**src/rtl/pwm_capture_if.sv**
```systemverilog
// Measurement bundle of pwm_capture: the raw PWM pin in, the duty/period report out.
// The master side is the capture block, the slave side is whoever drives the pin and reads results.
interface pwm_capture_if #(
    parameter int CNT_W = 16
);
    logic             pwm_in;
    logic [7:0]       duty;
    logic             duty_valid;
    logic [CNT_W-1:0] period;
    logic             active;
    logic             overrun;

    modport master (
        input  pwm_in,
        output duty, duty_valid, period, active, overrun
    );

    modport slave (
        output pwm_in,
        input  duty, duty_valid, period, active, overrun
    );
endinterface

```
**src/rtl/pwm_capture.sv**
```systemverilog
// Duty-cycle meter: synchronises a PWM pin, times high/period between rising edges and reports duty in percent.
// Define PWM_CAP_FILTER_EN to insert a 3-tap majority glitch filter after the synchroniser.
module pwm_capture #(
    parameter int CNT_W   = 16,
    parameter int TIMEOUT = 60000
) (
    input  logic          clk,
    input  logic          rst_n,
    pwm_capture_if.master bus
);
    localparam int DW  = CNT_W + 7;
    localparam int DCW = $clog2(DW);
    localparam logic [CNT_W-1:0] TMO = CNT_W'(TIMEOUT);

    localparam logic [1:0] ST_SYNC = 2'd0;
    localparam logic [1:0] ST_RUN  = 2'd1;
    localparam logic [1:0] ST_DIV  = 2'd2;

    logic meta_q, meta_d;
    logic sync_q, sync_d;
    logic level_q, level_d;
    logic rise_q, rise_d;
    logic clean;
`ifdef PWM_CAP_FILTER_EN
    logic tap1_q, tap1_d;
    logic tap2_q, tap2_d;
    logic filt_q, filt_d;
`endif

    logic [1:0]       state_q, state_d;
    logic [CNT_W-1:0] period_cnt_q, period_cnt_d;
    logic [CNT_W-1:0] high_cnt_q, high_cnt_d;
    logic             timed_out_q, timed_out_d;
    logic [DW-1:0]    num_q, num_d;
    logic [CNT_W-1:0] den_q, den_d;
    logic [CNT_W-1:0] rem_q, rem_d;
    logic [DW-1:0]    quo_q, quo_d;
    logic [DCW-1:0]   div_cnt_q, div_cnt_d;
    logic [7:0]       duty_q, duty_d;
    logic             duty_valid_q, duty_valid_d;
    logic [CNT_W-1:0] period_q, period_d;
    logic             active_q, active_d;
    logic             overrun_q, overrun_d;

    logic [CNT_W:0]   rem_shift;
    logic             q_bit;
    logic [DW-1:0]    quo_next;
    logic             tmo_hit;

    // level_q and rise_q become valid on the same edge, so the rise cycle counts as the first high cycle
    always_comb begin
        meta_d  = bus.pwm_in;
        sync_d  = meta_q;
`ifdef PWM_CAP_FILTER_EN
        tap1_d  = sync_q;
        tap2_d  = tap1_q;
        filt_d  = (sync_q & tap1_q) | (sync_q & tap2_q) | (tap1_q & tap2_q);
        clean   = filt_q;
`else
        clean   = sync_q;
`endif
        level_d = clean;
        rise_d  = clean & ~level_q;
    end

    always_ff @(posedge clk or negedge rst_n) begin
        if (!rst_n) begin
            meta_q  <= 1'b0;
            sync_q  <= 1'b0;
            level_q <= 1'b0;
            rise_q  <= 1'b0;
`ifdef PWM_CAP_FILTER_EN
            tap1_q  <= 1'b0;
            tap2_q  <= 1'b0;
            filt_q  <= 1'b0;
`endif
        end else begin
            meta_q  <= meta_d;
            sync_q  <= sync_d;
            level_q <= level_d;
            rise_q  <= rise_d;
`ifdef PWM_CAP_FILTER_EN
            tap1_q  <= tap1_d;
            tap2_q  <= tap2_d;
            filt_q  <= filt_d;
`endif
        end
    end

    always_comb begin
        state_d      = state_q;
        period_cnt_d = period_cnt_q;
        high_cnt_d   = high_cnt_q;
        timed_out_d  = timed_out_q;
        num_d        = num_q;
        den_d        = den_q;
        rem_d        = rem_q;
        quo_d        = quo_q;
        div_cnt_d    = div_cnt_q;
        duty_d       = duty_q;
        duty_valid_d = 1'b0;
        period_d     = period_q;
        active_d     = active_q;
        overrun_d    = overrun_q;

        rem_shift = {rem_q, num_q[DW-1]};
        q_bit     = (rem_shift >= {1'b0, den_q});
        quo_next  = {quo_q[DW-2:0], q_bit};
        // A timeout seen during a divide simply waits: the counter stays saturated until RUN resumes
        tmo_hit   = (period_cnt_q == TMO) && !timed_out_q && !rise_q && (state_q != ST_DIV);

        if (rise_q) begin
            period_cnt_d = CNT_W'(1);
            high_cnt_d   = CNT_W'(1);
            timed_out_d  = 1'b0;
        end else begin
            if (period_cnt_q != TMO)
                period_cnt_d = period_cnt_q + 1'b1;
            if (level_q && (high_cnt_q != TMO))
                high_cnt_d = high_cnt_q + 1'b1;
        end

        case (state_q)
            ST_SYNC: begin
                if (rise_q)
                    state_d = ST_RUN;
            end
            ST_RUN: begin
                if (rise_q) begin
                    num_d     = DW'(high_cnt_q) * DW'(100);
                    den_d     = period_cnt_q;
                    rem_d     = '0;
                    quo_d     = '0;
                    div_cnt_d = '0;
                    state_d   = ST_DIV;
                end
            end
            ST_DIV: begin
                if (rise_q)
                    overrun_d = 1'b1;
                rem_d     = q_bit ? CNT_W'(rem_shift - {1'b0, den_q}) : rem_shift[CNT_W-1:0];
                num_d     = num_q << 1;
                quo_d     = quo_next;
                div_cnt_d = div_cnt_q + 1'b1;
                if (div_cnt_q == DCW'(DW - 1)) begin
                    duty_d       = (quo_next > DW'(100)) ? 8'd100 : quo_next[7:0];
                    period_d     = den_q;
                    active_d     = (duty_d != 8'd0);
                    duty_valid_d = 1'b1;
                    state_d      = ST_RUN;
                end
            end
            default: state_d = ST_SYNC;
        endcase

        if (tmo_hit) begin
            duty_d       = level_q ? 8'd100 : 8'd0;
            active_d     = level_q;
            period_d     = '0;
            duty_valid_d = 1'b1;
            timed_out_d  = 1'b1;
            state_d      = ST_SYNC;
        end
    end

    always_ff @(posedge clk or negedge rst_n) begin
        if (!rst_n) begin
            state_q      <= ST_SYNC;
            period_cnt_q <= '0;
            high_cnt_q   <= '0;
            timed_out_q  <= 1'b0;
            num_q        <= '0;
            den_q        <= '0;
            rem_q        <= '0;
            quo_q        <= '0;
            div_cnt_q    <= '0;
            duty_q       <= '0;
            duty_valid_q <= 1'b0;
            period_q     <= '0;
            active_q     <= 1'b0;
            overrun_q    <= 1'b0;
        end else begin
            state_q      <= state_d;
            period_cnt_q <= period_cnt_d;
            high_cnt_q   <= high_cnt_d;
            timed_out_q  <= timed_out_d;
            num_q        <= num_d;
            den_q        <= den_d;
            rem_q        <= rem_d;
            quo_q        <= quo_d;
            div_cnt_q    <= div_cnt_d;
            duty_q       <= duty_d;
            duty_valid_q <= duty_valid_d;
            period_q     <= period_d;
            active_q     <= active_d;
            overrun_q    <= overrun_d;
        end
    end

    assign bus.duty       = duty_q;
    assign bus.duty_valid = duty_valid_q;
    assign bus.period     = period_q;
    assign bus.active     = active_q;
    assign bus.overrun    = overrun_q;

endmodule

```
**src/flat_wrapper.sv**
```systemverilog
// flat-port wrapper written by rule: the top's interface ports become plain ports
module pwm_capture_flat 
#(
    parameter int CNT_W   = 16,
    parameter int TIMEOUT = 60000
)
  (clk, rst_n, bus_pwm_in, bus_duty, bus_duty_valid, bus_period, bus_active, bus_overrun);
  pwm_capture_if #(.CNT_W(CNT_W)) bus_i ();
  input  logic clk;
  input  logic rst_n;
  input wire logic [$bits(bus_i.pwm_in)-1:0] bus_pwm_in;
  output wire logic [$bits(bus_i.duty)-1:0] bus_duty;
  output wire logic [$bits(bus_i.duty_valid)-1:0] bus_duty_valid;
  output wire logic [$bits(bus_i.period)-1:0] bus_period;
  output wire logic [$bits(bus_i.active)-1:0] bus_active;
  output wire logic [$bits(bus_i.overrun)-1:0] bus_overrun;
  assign bus_i.pwm_in = bus_pwm_in;
  assign bus_duty = bus_i.duty;
  assign bus_duty_valid = bus_i.duty_valid;
  assign bus_period = bus_i.period;
  assign bus_active = bus_i.active;
  assign bus_overrun = bus_i.overrun;
  pwm_capture #(.CNT_W(CNT_W), .TIMEOUT(TIMEOUT)) u_core (.clk(clk), .rst_n(rst_n), .bus(bus_i));
endmodule
```
**config.mk**
```make
export PLATFORM = sky130hd
export DESIGN_NAME = pwm_capture_flat
export DESIGN_NICKNAME = d
export VERILOG_FILES = /design/src/rtl/pwm_capture_if.sv /design/src/rtl/pwm_capture.sv /design/src/flat_wrapper.sv
export SDC_FILE = /design/constraint.sdc
export NUM_CORES = 1
export LEC_CHECK = 0
export ABC_AREA = 1
export ABC_CLOCK_PERIOD_IN_PS = 4000
export CAP_MARGIN = 20
export CORE_ASPECT_RATIO = 1.2
export CORE_UTILIZATION = 58
export CTS_BUF_LIST = sky130_fd_sc_hd__clkbuf_4
export CTS_CLUSTER_DIAMETER = 120
export DETAILED_ROUTE_END_ITERATION = 10
export PLACE_DENSITY = 0.74
export SYNTH_ARGS = -nofsm -noshare
export SYNTH_HDL_FRONTEND = slang
export SYNTH_SLANG_ARGS = --single-unit
```
**constraint.sdc**
```tcl
create_clock -name clk -period 4 [get_ports clk]
set_input_delay 1.2 -clock clk [delete_from_list [all_inputs] [get_ports clk]]
set_output_delay 1.2 -clock clk [all_outputs]
set_load 0.02 [all_outputs]
```
==> out/results.md, run 1 <==
* **status** finished clean
* **number of flip-flops and latches in the synthesized netlist** 146
* **netlist area before placement** 0.009077 sq mm
* **final count of negative-setup-slack endpoints** 0
* **fraction of final layout cells sized beyond drive strength 1** 0.05979
* **min Tclk post-route** 3396 ps
* **Mapped Nets** 1,214
* **max-capacitance violation count** 0
* **count of final max-slew check failures** 0
* **worst max-slew margin expressed relative to the limit** 0.3539
* **CP max FO** 6
* **P per Cell Area** 517.4 mW/mm^2
* **initial detailed-routing violation count** 355
* **total wire length** 19,980 um
* **initial core utilization** 0.5994
* **Synth-to-Final Area Change** 9.042%
* **detailed-router iteration count before antenna repair** 4
* **area share of the largest cell type after synthesis** 0.4025
* **Worst-Margin Slew** 968.0 ps
* **cells after synthesis** 1,119
* **endpoint required time on the critical path** 4430 ps
* **top_reg_cell synth** dfrtp_1
* **CTS root buffer** clkbuf_4
* **peak clock frequency supported by timing** 0.2945 GHz
* **placed cell count** 1,326
* **width of the die** 116.2 um
* **top-level I/O count** 30
* **Final ANT Viol Nets** 0
* **cell with the most instances after synthesis** nand2_1
* **number of clock buffers inserted by TritonCTS** 17
* **CTS resizes** 0
* **clock network latency to the later pin of the worst-skew pair** 570 ps
* **VDD IR-drop max** 244.2 uV
* **top post-synthesis cells by count** 199 x nand2_1, 183 x inv_1, 146 x dfrtp_1
* **proportion of synthesized chip area in sequential cells** 0.4025
* **class of the most critical setup path** reg -> reg
* **total cell area at the placement stage** 0.009539 sq mm
* **endpoint class of the critical path** flop
* **Crit path arrival time** 3830 ps
* **net total in the final layout** 1,236
* **global-route usage over all layers** 0.2685
* **post-detailed-route wirelength per cell** 14.70 um
* **path category of the worst min-delay check** reg -> reg
* **Die H** 139.0 um
* **count of flip-flops with a built-in enable after synthesis** 0
* **pin count of the biggest net entering global routing** 80
* **unrepaired setup endpoints after global routing** false
* **standby leakage power** 5.037 nW
* **clock tree from TritonCTS** done
* **area of the die** 0.01616 sq mm
* **via count of the first global-routing pass** 7,155
* **main area contributors after synthesis** dfrtp_1 40%, ha_1 11%, nand2_1 8.2%, inv_1 7.6%, o21ai_0 5.7%
* **critical path launch point type** flop
* **buffers added on ports** 29
* **mean cell area of the mapped netlist** 8.112 sq um
* **detailed-route vias per instance** 5.461
* **Period Utilization, post-route** 0.8489
* **Total Negative Setup Slacks** 0 ps
* **sum of overflow across all layers after global routing** 0
* **Cell variety after synth** 46
* **Warnings, synthesis** 0
* **post-synthesis cell type with the largest combined area** dfrtp_1
* **reg2reg setup slack** 600 ps
* **Hold Buf Count CTS** 0
* **sum of net half-perimeters after detailed placement** 14,930 um
* **Cell Rows** 49
* **post-CTS clock slew at the launch and capture registers of the worst setup and hold paths** 130 ps
* **worst setup skew after layout** 25.67 ps
* **async set or reset register ratio after synthesis** 1.000
* **maximum clock insertion buffer count** 2
* **Layout Cells excl Fill** 1,359
* **clock sink count** 146
* **final RePlAce weighted congestion** 0.9170
* **number of H-tree levels** 4
* **# Post-CTS Setup Buffers** 0
* **core region area** 0.01514 sq mm
* **wire length of the first global-routing pass** 33,730 um
* **initial antenna violation count** 1
* **filler cell count in the final layout** 1,365
* **residual DRC count** 0
* **number of vias in the routed layout** 7,422
* **Hold Violations, Final** 0
* **Finished Cell Area** 0.009898 sq mm
registers in the layout, indices dropped and copies added, names as in the netlist, 2 cells and up:
register	flops
u_core.quo_q	22
u_core.bus.period	16
u_core.div_cnt_q	5
u_core.den_q	16
u_core.high_cnt_q	16
u_core.rem_q	16
u_core.num_q	21
u_core.state_q	2
u_core.bus.duty	8
u_core.period_cnt_q	16
layer usage:
metal	wire (um)	GRT usage	vias to the layer above
li1	-	-	3733
met1	8730	0.3314	3538
met2	10340	0.4762	132
met3	664	0.04502	19
met4	248	0.07557	0
met5	0	0	-
layout make-up:
class,count,area (sq um),area share
Antenna cell,1,2.502,0.0002528
Clock buffer,17,127.6,0.01289
Clock inverter,15,229.0,0.02313
Inverter,188,705.7,0.07129
Multi-Input combinational cell,750,4553,0.4600
Sequential cell,146,3654,0.3691
Tap cell,204,255.2,0.02579
Timing Repair Buffer,38,371.6,0.03754
power breakdown:
group,internal (mW),switching (mW),leakage [nW]
logic,0.734,1.37,2.87
registers,1.72,0.162,1.97
clock network,0.567,0.572,0.189
total,3.02,2.10,5.04
worst paths after layout:
kind	end	from	cells past startpoint
min reg2reg	u_core.clean	u_core.meta_q	0
min in group asynchronous	u_core.bus.period[8]	rst_n	1
max reg2reg	u_core.num_q[21]	u_core.high_cnt_q[3]	16
max in group asynchronous	u_core.clean	rst_n	2
min	u_core.clean	u_core.meta_q	0
max	u_core.num_q[21]	u_core.high_cnt_q[3]	16
cell usage in the layout, fill, tap and decap left out, drive strengths merged:
| cell type | instances |
|---|---|
| nand4 | 21 |
| o21ai | 130 |
| nor3b | 2 |
| bufinv | 5 |
| a31o | 2 |
| clkdlybuf4s50 | 28 |
| o31ai | 4 |
| nor3 | 17 |
| xor2 | 13 |
| dfrtp | 146 |
| a211oi | 1 |
| diode | 1 |
| and2 | 2 |
| xnor2 | 11 |
| a21oi | 64 |
| o22ai | 24 |
| o21bai | 5 |
| a31oi | 5 |
| o21a | 1 |
| nor2 | 62 |
| clkbuf | 17 |
| ha | 80 |
| fa | 12 |
| buf | 10 |
| a21boi | 2 |
| nor4 | 5 |
| and3 | 1 |
| inv | 191 |
| o211ai | 5 |
| a21o | 3 |
| nand3 | 72 |
| a221oi | 1 |
| clkinv | 7 |
| or2 | 1 |
| nand2 | 204 |
stage by stage:
stage	hold WS [ps]	setup slack (ps)	total power, mW	util
after floorplan	331.2	1015	3.527	-
after global placement	333.1	712.7	3.961	0.6299
after detailed placement	334.7	643.2	3.999	0.6299
after CTS	361.2	609.2	5.151	0.6535
after global routing	397.4	274.8	5.549	0.6536
final	359.1	604.3	5.121	0.6536
logic make-up after synthesis:
family / share of synthesized area
AND/OR/NAND/NOR: 0.1932
AO/OA/AOI/OAI: 0.1485
buffers and inverters: 0.09593
flip-flops: 0.4025
adder cells (fa/ha/maj): 0.1367
XOR/XNOR: 0.02316
critical path: stages (launching register included):
cell and delay (ps):
dfrtp_1 450, inv_1 60, ha_1 280, ha_1 280
inv_1 50, fa_1 500, inv_1 40, ha_1 340
nand3_1 100, nand2_1 150, a21boi_0 130, o21ai_0 380
nand2_1 130, nand3_1 100, nand2_1 50, o21ai_0 140
o21ai_0 90
Note: power is estimated with default switching activity, not from simulation.
==> run 2: changes to the inputs <==
--- a/config.mk
+++ b/config.mk
@@ -6,14 +6,14 @@
 export NUM_CORES = 1
 export LEC_CHECK = 0
 export ABC_AREA = 1
-export ABC_CLOCK_PERIOD_IN_PS = 4000
+export ABC_CLOCK_PERIOD_IN_PS = 2800
 export CAP_MARGIN = 20
 export CORE_ASPECT_RATIO = 1.2
 export CORE_UTILIZATION = 58
 export CTS_BUF_LIST = sky130_fd_sc_hd__clkbuf_4
 export CTS_CLUSTER_DIAMETER = 120
 export DETAILED_ROUTE_END_ITERATION = 10
-export PLACE_DENSITY = 0.74
+export PLACE_DENSITY = 0.77
 export SYNTH_ARGS = -nofsm -noshare
 export SYNTH_HDL_FRONTEND = slang
 export SYNTH_SLANG_ARGS = --single-unit
==> constraint.sdc (replaced) <==
create_clock -name clk -period 2.8 [get_ports clk]
set_input_delay 0.84 -clock clk [delete_from_list [all_inputs] [get_ports clk]]
set_output_delay 0.84 -clock clk [all_outputs]
set_load 0.02 [all_outputs]
==> run 2 against run 1 <==
Net effect:
- the run now ends with negative setup slack left
- die area is the same
- routed wire length rose by 21%
- sequential power grew 43%
- critical path depth down 1
- via count rose by 12%
- critical endpoint is now u_core.num_q[17]
- largest power group unchanged
==> out/results.md, run 2 (synthesis gave the netlist of run 1 again) <==
* **sum of net half-perimeters after detailed placement** 15,890 um, +6.4%
* **delay of the slowest cell on the worst path** 540 ps, +40 ps
* **top-level I/O count** 30, unchanged
* **Hold Violations, Final** 0, unchanged
* **standby leakage power** 5.540 nW, +10%
* **path category of the worst min-delay check** in -> async
* **initial core utilization** 0.5994, unchanged
* **r2r endpoint** u_core.num_q[17]
* **detailed-route vias per instance** 5.739, +5.1%
* **post-CTS clock slew at the launch and capture registers of the worst setup and hold paths** 130 ps, about the same
* **Crit path arrival time** 3600 ps, -230 ps
* **filler cell count in the final layout** 1,064, -22%
* **max reg flops** 22, unchanged
* **P per Cell Area** 661.8 mW/mm^2, +28%
* **length in cells of the worst reg-to-reg path** 15, -1
* **area of the die** 0.01616 sq mm, unchanged
* **Synth-to-Final Area Change** 23.32%
* **detailed-router iteration count before antenna repair** 6, +2
* **status** finished with violations
* **buffers added on ports** 29, unchanged
* **reg2reg setup slack** -360 ps, -970 ps
* **VDD IR-drop max** 389.7 uV, +60%
* **residual DRC count** 0, unchanged
* **count of final max-slew check failures** 0, unchanged
* **final RePlAce weighted congestion** 0.9515, +3.8%
* **min Tclk post-route** 3163 ps, -232.8 ps
* **number of vias in the routed layout** 8,287, +12%
* **initial detailed-routing violation count** 557, +57%
* **final count of negative-setup-slack endpoints** 12, +12
* **clock network latency to the later pin of the worst-skew pair** 570 ps, about the same
* **highest-count cells in the layout ignoring fill and taps** 182 x nand2_1, 162 x inv_1, 141 x dfrtp_1, 85 x buf_4, 82 x o21ai_0
* **fraction of final layout cells sized beyond drive strength 1** 0.2074, +0.1476
* **post-detailed-route wirelength per cell** 16.69 um, +14%
* **endpoint required time on the critical path** 3230 ps, -1200 ps
* **Final ANT Viol Nets** 0, unchanged
* **reg2reg start** u_core.high_cnt_q[5]
* **clock sink count** 146, unchanged
* **endpoint class of the critical path** flop
* **total wire length** 24,100 um, +21%
* **largest register by flop count** u_core.quo_q
* **global-route usage over all layers** 0.2996, +0.03112
* **failing checks** negative setup slack
* **pin count of the biggest net entering global routing** 47, -41%
* **critical path launch point type** flop
* **core region area** 0.01514 sq mm, unchanged
* **unrepaired setup endpoints after global routing** true
* **class of the most critical setup path** reg -> reg
* **clock tree from TritonCTS** done
* **via count of the first global-routing pass** 8,049, +12%
* **Placement Setup Slack** -297.3 ps, -940.5 ps
* **number of H-tree levels** 4, unchanged
* **number of clock buffers inserted by TritonCTS** 17, unchanged
* **post-layout power** 7.408 mW, +45%
* **CTS root buffer** clkbuf_4
* **Hold Buf Count CTS** 0, unchanged
* **worst max-slew margin expressed relative to the limit** 0.3508, -0.003141
* **wire length of the first global-routing pass** 37,390 um, +11%
* **Max stage delay cell, worst path** fa_1
* **registers with the most flip-flops** u_core.quo_q (22), u_core.num_q (21)
* **initial antenna violation count** 1, unchanged
* **Worst-Margin Slew** 972.7 ps, +4.705 ps
* **sum of overflow across all layers after global routing** 0, unchanged
* **CP max FO** 4, -2
* **worst setup skew after layout** 21.02 ps, -4.658 ps
* **max-capacitance violation count** 0, unchanged
* **peak clock frequency supported by timing** 0.3162 GHz, +7.4%
* **Period Utilization, post-route** 1.130, +0.2807
* **Cell Rows** 49, unchanged
* **net total in the final layout** 1,321, +6.9%
* **most common cell after layout, fill and taps aside** nand2_1
* **cells along the critical path** buf_6 -> ha_4 -> ha_4 -> inv_2 -> fa_1 -> inv_2 -> ha_4 -> buf_4 -> nand2_4 -> o21ai_1 -> a21oi_2 -> nand2_1 -> xor2_1 -> o21ai_1 -> o21ai_1
* **Die H** 139.0 um, unchanged
* **maximum clock insertion buffer count** 2, unchanged
* **worst-case setup margin in the final layout** -362.9 ps, -967.2 ps
* **width of the die** 116.2 um, unchanged
## run 2: cell count changes in the layout (fill, tap and decap cells not counted), sizes merged
cell,before,now
buf,10,95
clkinvlp,0,3
clkbuf,17,18
bufinv,5,4
inv,191,188
## run 2: metal layers
layer	up-vias	part of all wire	GRT usage	routed length (um)
met3	116	0.049	0.05726	1178
met4	0	0.053	0.1457	1266
li1	3905	-	-	-
met2	304	0.52	0.5298	12490
met1	3962	0.38	0.3405	9166
met5	-	0	0	0
## run 2: critical path: cells and delay by family (launching register included)
kind / cells / cell delay [ps]
DFF: 1 / 500
and+or+nand+nor: 2 / 170
buffers and inverters: 4 / 390
adders and majority gates: 4 / 1200
AOI/OAI and AO/OA: 4 / 600
xor gates and xnor gates: 1 / 160
## run 2: report_power, final
| group | internal (mW) | leakage (nW) | switching [mW] | total [mW] |
|---|---|---|---|---|
| clock | 0.715 | 0.166 | 0.793 | 1.51 |
| combinational | 1.17 | 3.41 | 2.04 | 3.21 |
| sequential | 2.45 | 1.97 | 0.236 | 2.69 |
## run 2: stage by stage
step / cells / utilization / setup TNS (ps) / hold slack, ps / instance area [sq um]
2_1_floorplan: 1119 / - / -40.29 / 331.2 / 9193
3_3_place_gp: 1390 / 0.6701 / -1871 / 332.5 / 10150
3_5_place_dp: 1390 / 0.6701 / -2690 / 341.6 / 10150
4_1_cts: 1437 / 0.7197 / -1374 / 145.3 / 10900
5_1_grt: 1444 / 0.7392 / -4168 / 145.2 / 11190
6_report: 1444 / 0.7392 / -2813 / 157.8 / 11190
## run 2: worst max-delay path by stage
stage | startpoint | to | depth (start not counted)
final | u_core.high_cnt_q[5] | u_core.num_q[17] | 15
after global routing | u_core.high_cnt_q[9] | u_core.num_q[17] | 15
after CTS | u_core.high_cnt_q[6] | u_core.num_q[20] | 15
after detailed placement | u_core.high_cnt_q[7] | u_core.num_q[16] | 14
after global placement | u_core.high_cnt_q[11] | u_core.num_q[22] | 13
after floorplan | u_core.high_cnt_q[7] | u_core.num_q[16] | 17
## run 2: area by class of cell
type | instances | area (sq um) | area share
Antenna cell | 1 | 2.502 | 0.0002235
Tap cell | 204 | 255.2 | 0.02280
Multi-Input combinational cell | 750 | 5186 | 0.4633
Inverter | 188 | 710.7 | 0.06348
Sequential cell | 146 | 3660 | 0.3269
Clock inverter | 14 | 187.7 | 0.01677
Timing Repair Buffer | 123 | 1057 | 0.09444
Clock buffer | 18 | 135.1 | 0.01207
## run 2: what timing repair did
| action | CTS | global route |
|---|---|---|
| setup buffers | 15 | 7 |
| pin swaps | 46 | 40 |
| setup endpoints to repair | 12 | 14 |
| resized for setup | 76 | 64 |
==> run 3: changes to the inputs <==
--- a/config.mk
+++ b/config.mk
@@ -8,7 +8,7 @@
 export ABC_AREA = 1
 export ABC_CLOCK_PERIOD_IN_PS = 2800
 export CAP_MARGIN = 20
-export CORE_ASPECT_RATIO = 1.2
+export CORE_ASPECT_RATIO = 0.5
 export CORE_UTILIZATION = 58
 export CTS_BUF_LIST = sky130_fd_sc_hd__clkbuf_4
 export CTS_CLUSTER_DIAMETER = 120
==> run 3 against run 2 <==
Net effect:
- the run still ends with negative setup slack left
- maximum frequency grew 0.11%
- register-to-register slack is essentially flat
- largest cell class unchanged
- routed wire length grew 0.73%
- first-iteration DRC count grew 40%
- non-clock buffer count grew 5
- critical endpoint is now u_core.num_q[22]
- clock power shrank 13%
- global-route usage shrank 0.084 points
- largest power group unchanged
- critical path depth is the same
- design area shrank 1.7%
- sequential share of layout area grew 0.54 points
- final cell count shrank 0.14%
- flip-flop and latch count is the same
==> out/results.md, run 3 (synthesis gave the netlist of run 1 again) <==
* **Max stage delay cell, worst path** fa_1
* **largest register by flop count** u_core.quo_q
* **Cell Rows** 31, -37%
* **number of buffer and inverter stages on the critical path** 2, -2
* **maximum clock insertion buffer count** 2, unchanged
* **width of the die** 178.9 um, +54%
* **unrepaired setup endpoints after global routing** true
* **delay of the slowest cell on the worst path** 590 ps, +50 ps
* **via count of the first global-routing pass** 8,023, -0.32%
* **total wire length** 24,270 um, +0.73%
* **net total in the final layout** 1,326, +0.38%
* **most common cell after layout, fill and taps aside** nand2_1
* **highest-count cells in the layout ignoring fill and taps** 187 x nand2_1, 166 x inv_1, 142 x dfrtp_1, 92 x buf_4, 78 x o21ai_0
* **family with the most delay on the worst path** adder cells
* **initial core utilization** 0.6111, +0.01161
* **detailed-router iteration count before antenna repair** 5, -1
* **path category of the worst min-delay check** in -> async
* **clock network latency to the later pin of the worst-skew pair** 580 ps, about the same
* **max-capacitance violation count** 0, unchanged
* **VDD IR-drop max** 325.6 uV, -16%
* **residual DRC count** 0, unchanged
* **standby leakage power** 5.471 nW, -1.3%
* **global-route usage over all layers** 0.2988, -0.0008445
* **min Tclk post-route** 3159 ps, -3.621 ps
* **fraction of final layout cells sized beyond drive strength 1** 0.1921, -0.01530
* **worst setup skew after layout** 35.29 ps, +14.27 ps
* **core region area** 0.01486 sq mm, -1.9%
* **combined area of the multi-input logic cells** 0.005044 sq mm, -2.8%
* **area of the die** 0.01619 sq mm, +0.18%
* **clock sink count** 146, unchanged
* **max reg flops** 22, unchanged
* **cells along the critical path** ha_1 -> ha_4 -> inv_2 -> fa_1 -> inv_2 -> ha_4 -> nand2_4 -> nor3_4 -> nand2_2 -> nand2_4 -> nand3_2 -> nand2_2 -> xor2_1 -> o21ai_1 -> o21ai_1
* **post-CTS clock slew at the launch and capture registers of the worst setup and hold paths** 170 ps, +40 ps
* **count of final max-slew check failures** 0, unchanged
* **pin count of the biggest net entering global routing** 71, +51%
* **filler cell count in the final layout** 1,054, -0.94%
* **CTS root buffer** clkbuf_4
* **Period Utilization, post-route** 1.128, -0.001293
* **registers with the most flip-flops** u_core.quo_q (22), u_core.num_q (21)
* **failing checks** negative setup slack
* **class of the most critical setup path** reg -> reg
* **sum of net half-perimeters after detailed placement** 16,020 um, +0.83%
* **Final ANT Viol Nets** 0, unchanged
* **endpoint class of the critical path** flop
* **utilization after layout** 0.7410, +0.001771
* **CP max FO** 6, +2
* **post-detailed-route wirelength per cell** 16.83 um, +0.87%
* **FF/Latch Area** 0.003659 sq mm, about the same
* **wire length of the first global-routing pass** 38,000 um, +1.6%
* **initial antenna violation count** 0, -1
* **P per Cell Area** 669.2 mW/mm^2, +1.1%
* **number of H-tree levels** 4, unchanged
* **Worst-Margin Slew** 923.2 ps, -49.50 ps
* **status** finished with violations
* **clock tree from TritonCTS** done
* **Synth-to-Final Area Change** 21.27%
* **Placement Setup Slack** -389.5 ps, -92.19 ps
* **Inserted Diodes** 0, -1
* **Hold Buf Count CTS** 0, unchanged
* **detailed-route vias per instance** 5.757, +0.31%
* **Die H** 90.46 um, -35%
* **sum of overflow across all layers after global routing** 0, unchanged
* **worst-case setup margin in the final layout** -359.3 ps, +3.621 ps
* **top-level I/O count** 30, unchanged
* **number of vias in the routed layout** 8,301, +0.17%
* **Crit path arrival time** 3600 ps, about the same
* **peak clock frequency supported by timing** 0.3165 GHz, +0.11%
* **endpoint required time on the critical path** 3240 ps, about the same
* **buffers added on ports** 29, unchanged
* **worst max-slew margin expressed relative to the limit** 0.3838, +0.03303
* **critical path launch point type** flop
* **final RePlAce weighted congestion** 0.9121, -4.1%
* **number of clock buffers inserted by TritonCTS** 17, unchanged
* **initial detailed-routing violation count** 778, +40%
* **final count of negative-setup-slack endpoints** 14, +2
* **Hold Violations, Final** 0, unchanged
-- run 3: metal layers --
metal,vias up,global-route usage,routed length [um]
li1,3917,-,-
met1,3954,0.3957,10470
met2,335,0.4846,11550
met3,95,0.05724,1399
met4,0,0.1130,856
met5,-,0,0
-- run 3: layout make-up --
cell class | instances | share of cell area
inverter | 188 | 0.06433
tap | 198 | 0.02251
sequential | 146 | 0.3323
clock buffer | 17 | 0.01159
timing repair buffer | 128 | 0.09877
clock inverter | 15 | 0.01228
multi-input combinational | 750 | 0.4582
-- run 3: worst paths after layout --
kind | from | slack [ps] | endpoint | depth (start not counted)
worst min register to register | u_core.meta_q | 360 | u_core.clean | 0
worst max register to register | u_core.high_cnt_q[6] | -360 | u_core.num_q[22] | 15
worst max-delay path | u_core.high_cnt_q[6] | -360 | u_core.num_q[22] | 15
max in group asynchronous | rst_n | 1880 | u_core.quo_q[8] | 2
worst min-delay path | rst_n | 250 | u_core.bus.period[8] | 1
min in group clk | u_core.meta_q | 360 | u_core.clean | 0
-- run 3: repair_timing --
item                                    in CTS  in global routing
endpoints found under the hold margin        0                  0
buffers inserted                            28                  6
gates resized for setup                     55                 61
endpoints found under the setup margin      13                 16
pin swaps                                   28                 30
gates cloned                                 0                  0
-- run 3: stage by stage --
step	TNS [ps]	area, sq um	hold slack, ps	instances	power, mW
2_1_floorplan	-40.29	9193	331.2	1119	5.054
3_3_place_gp	-1587	10110	333.9	1378	5.751
3_5_place_dp	-2386	10110	334.7	1378	5.878
4_1_cts	-1577	10750	260.5	1438	7.225
5_1_grt	-4725	11010	265.1	1442	7.937
6_report	-3152	11010	246.8	1442	7.366
-- run 3: power by group --
part / internal (mW) / switching, mW / leakage, nW / total [mW]
logic: 1.22 / 2.13 / 3.37 / 3.35
clock network: 0.390 / 0.932 / 0.137 / 1.32
registers: 2.45 / 0.240 / 1.97 / 2.69
total: 4.06 / 3.31 / 5.47 / 7.37
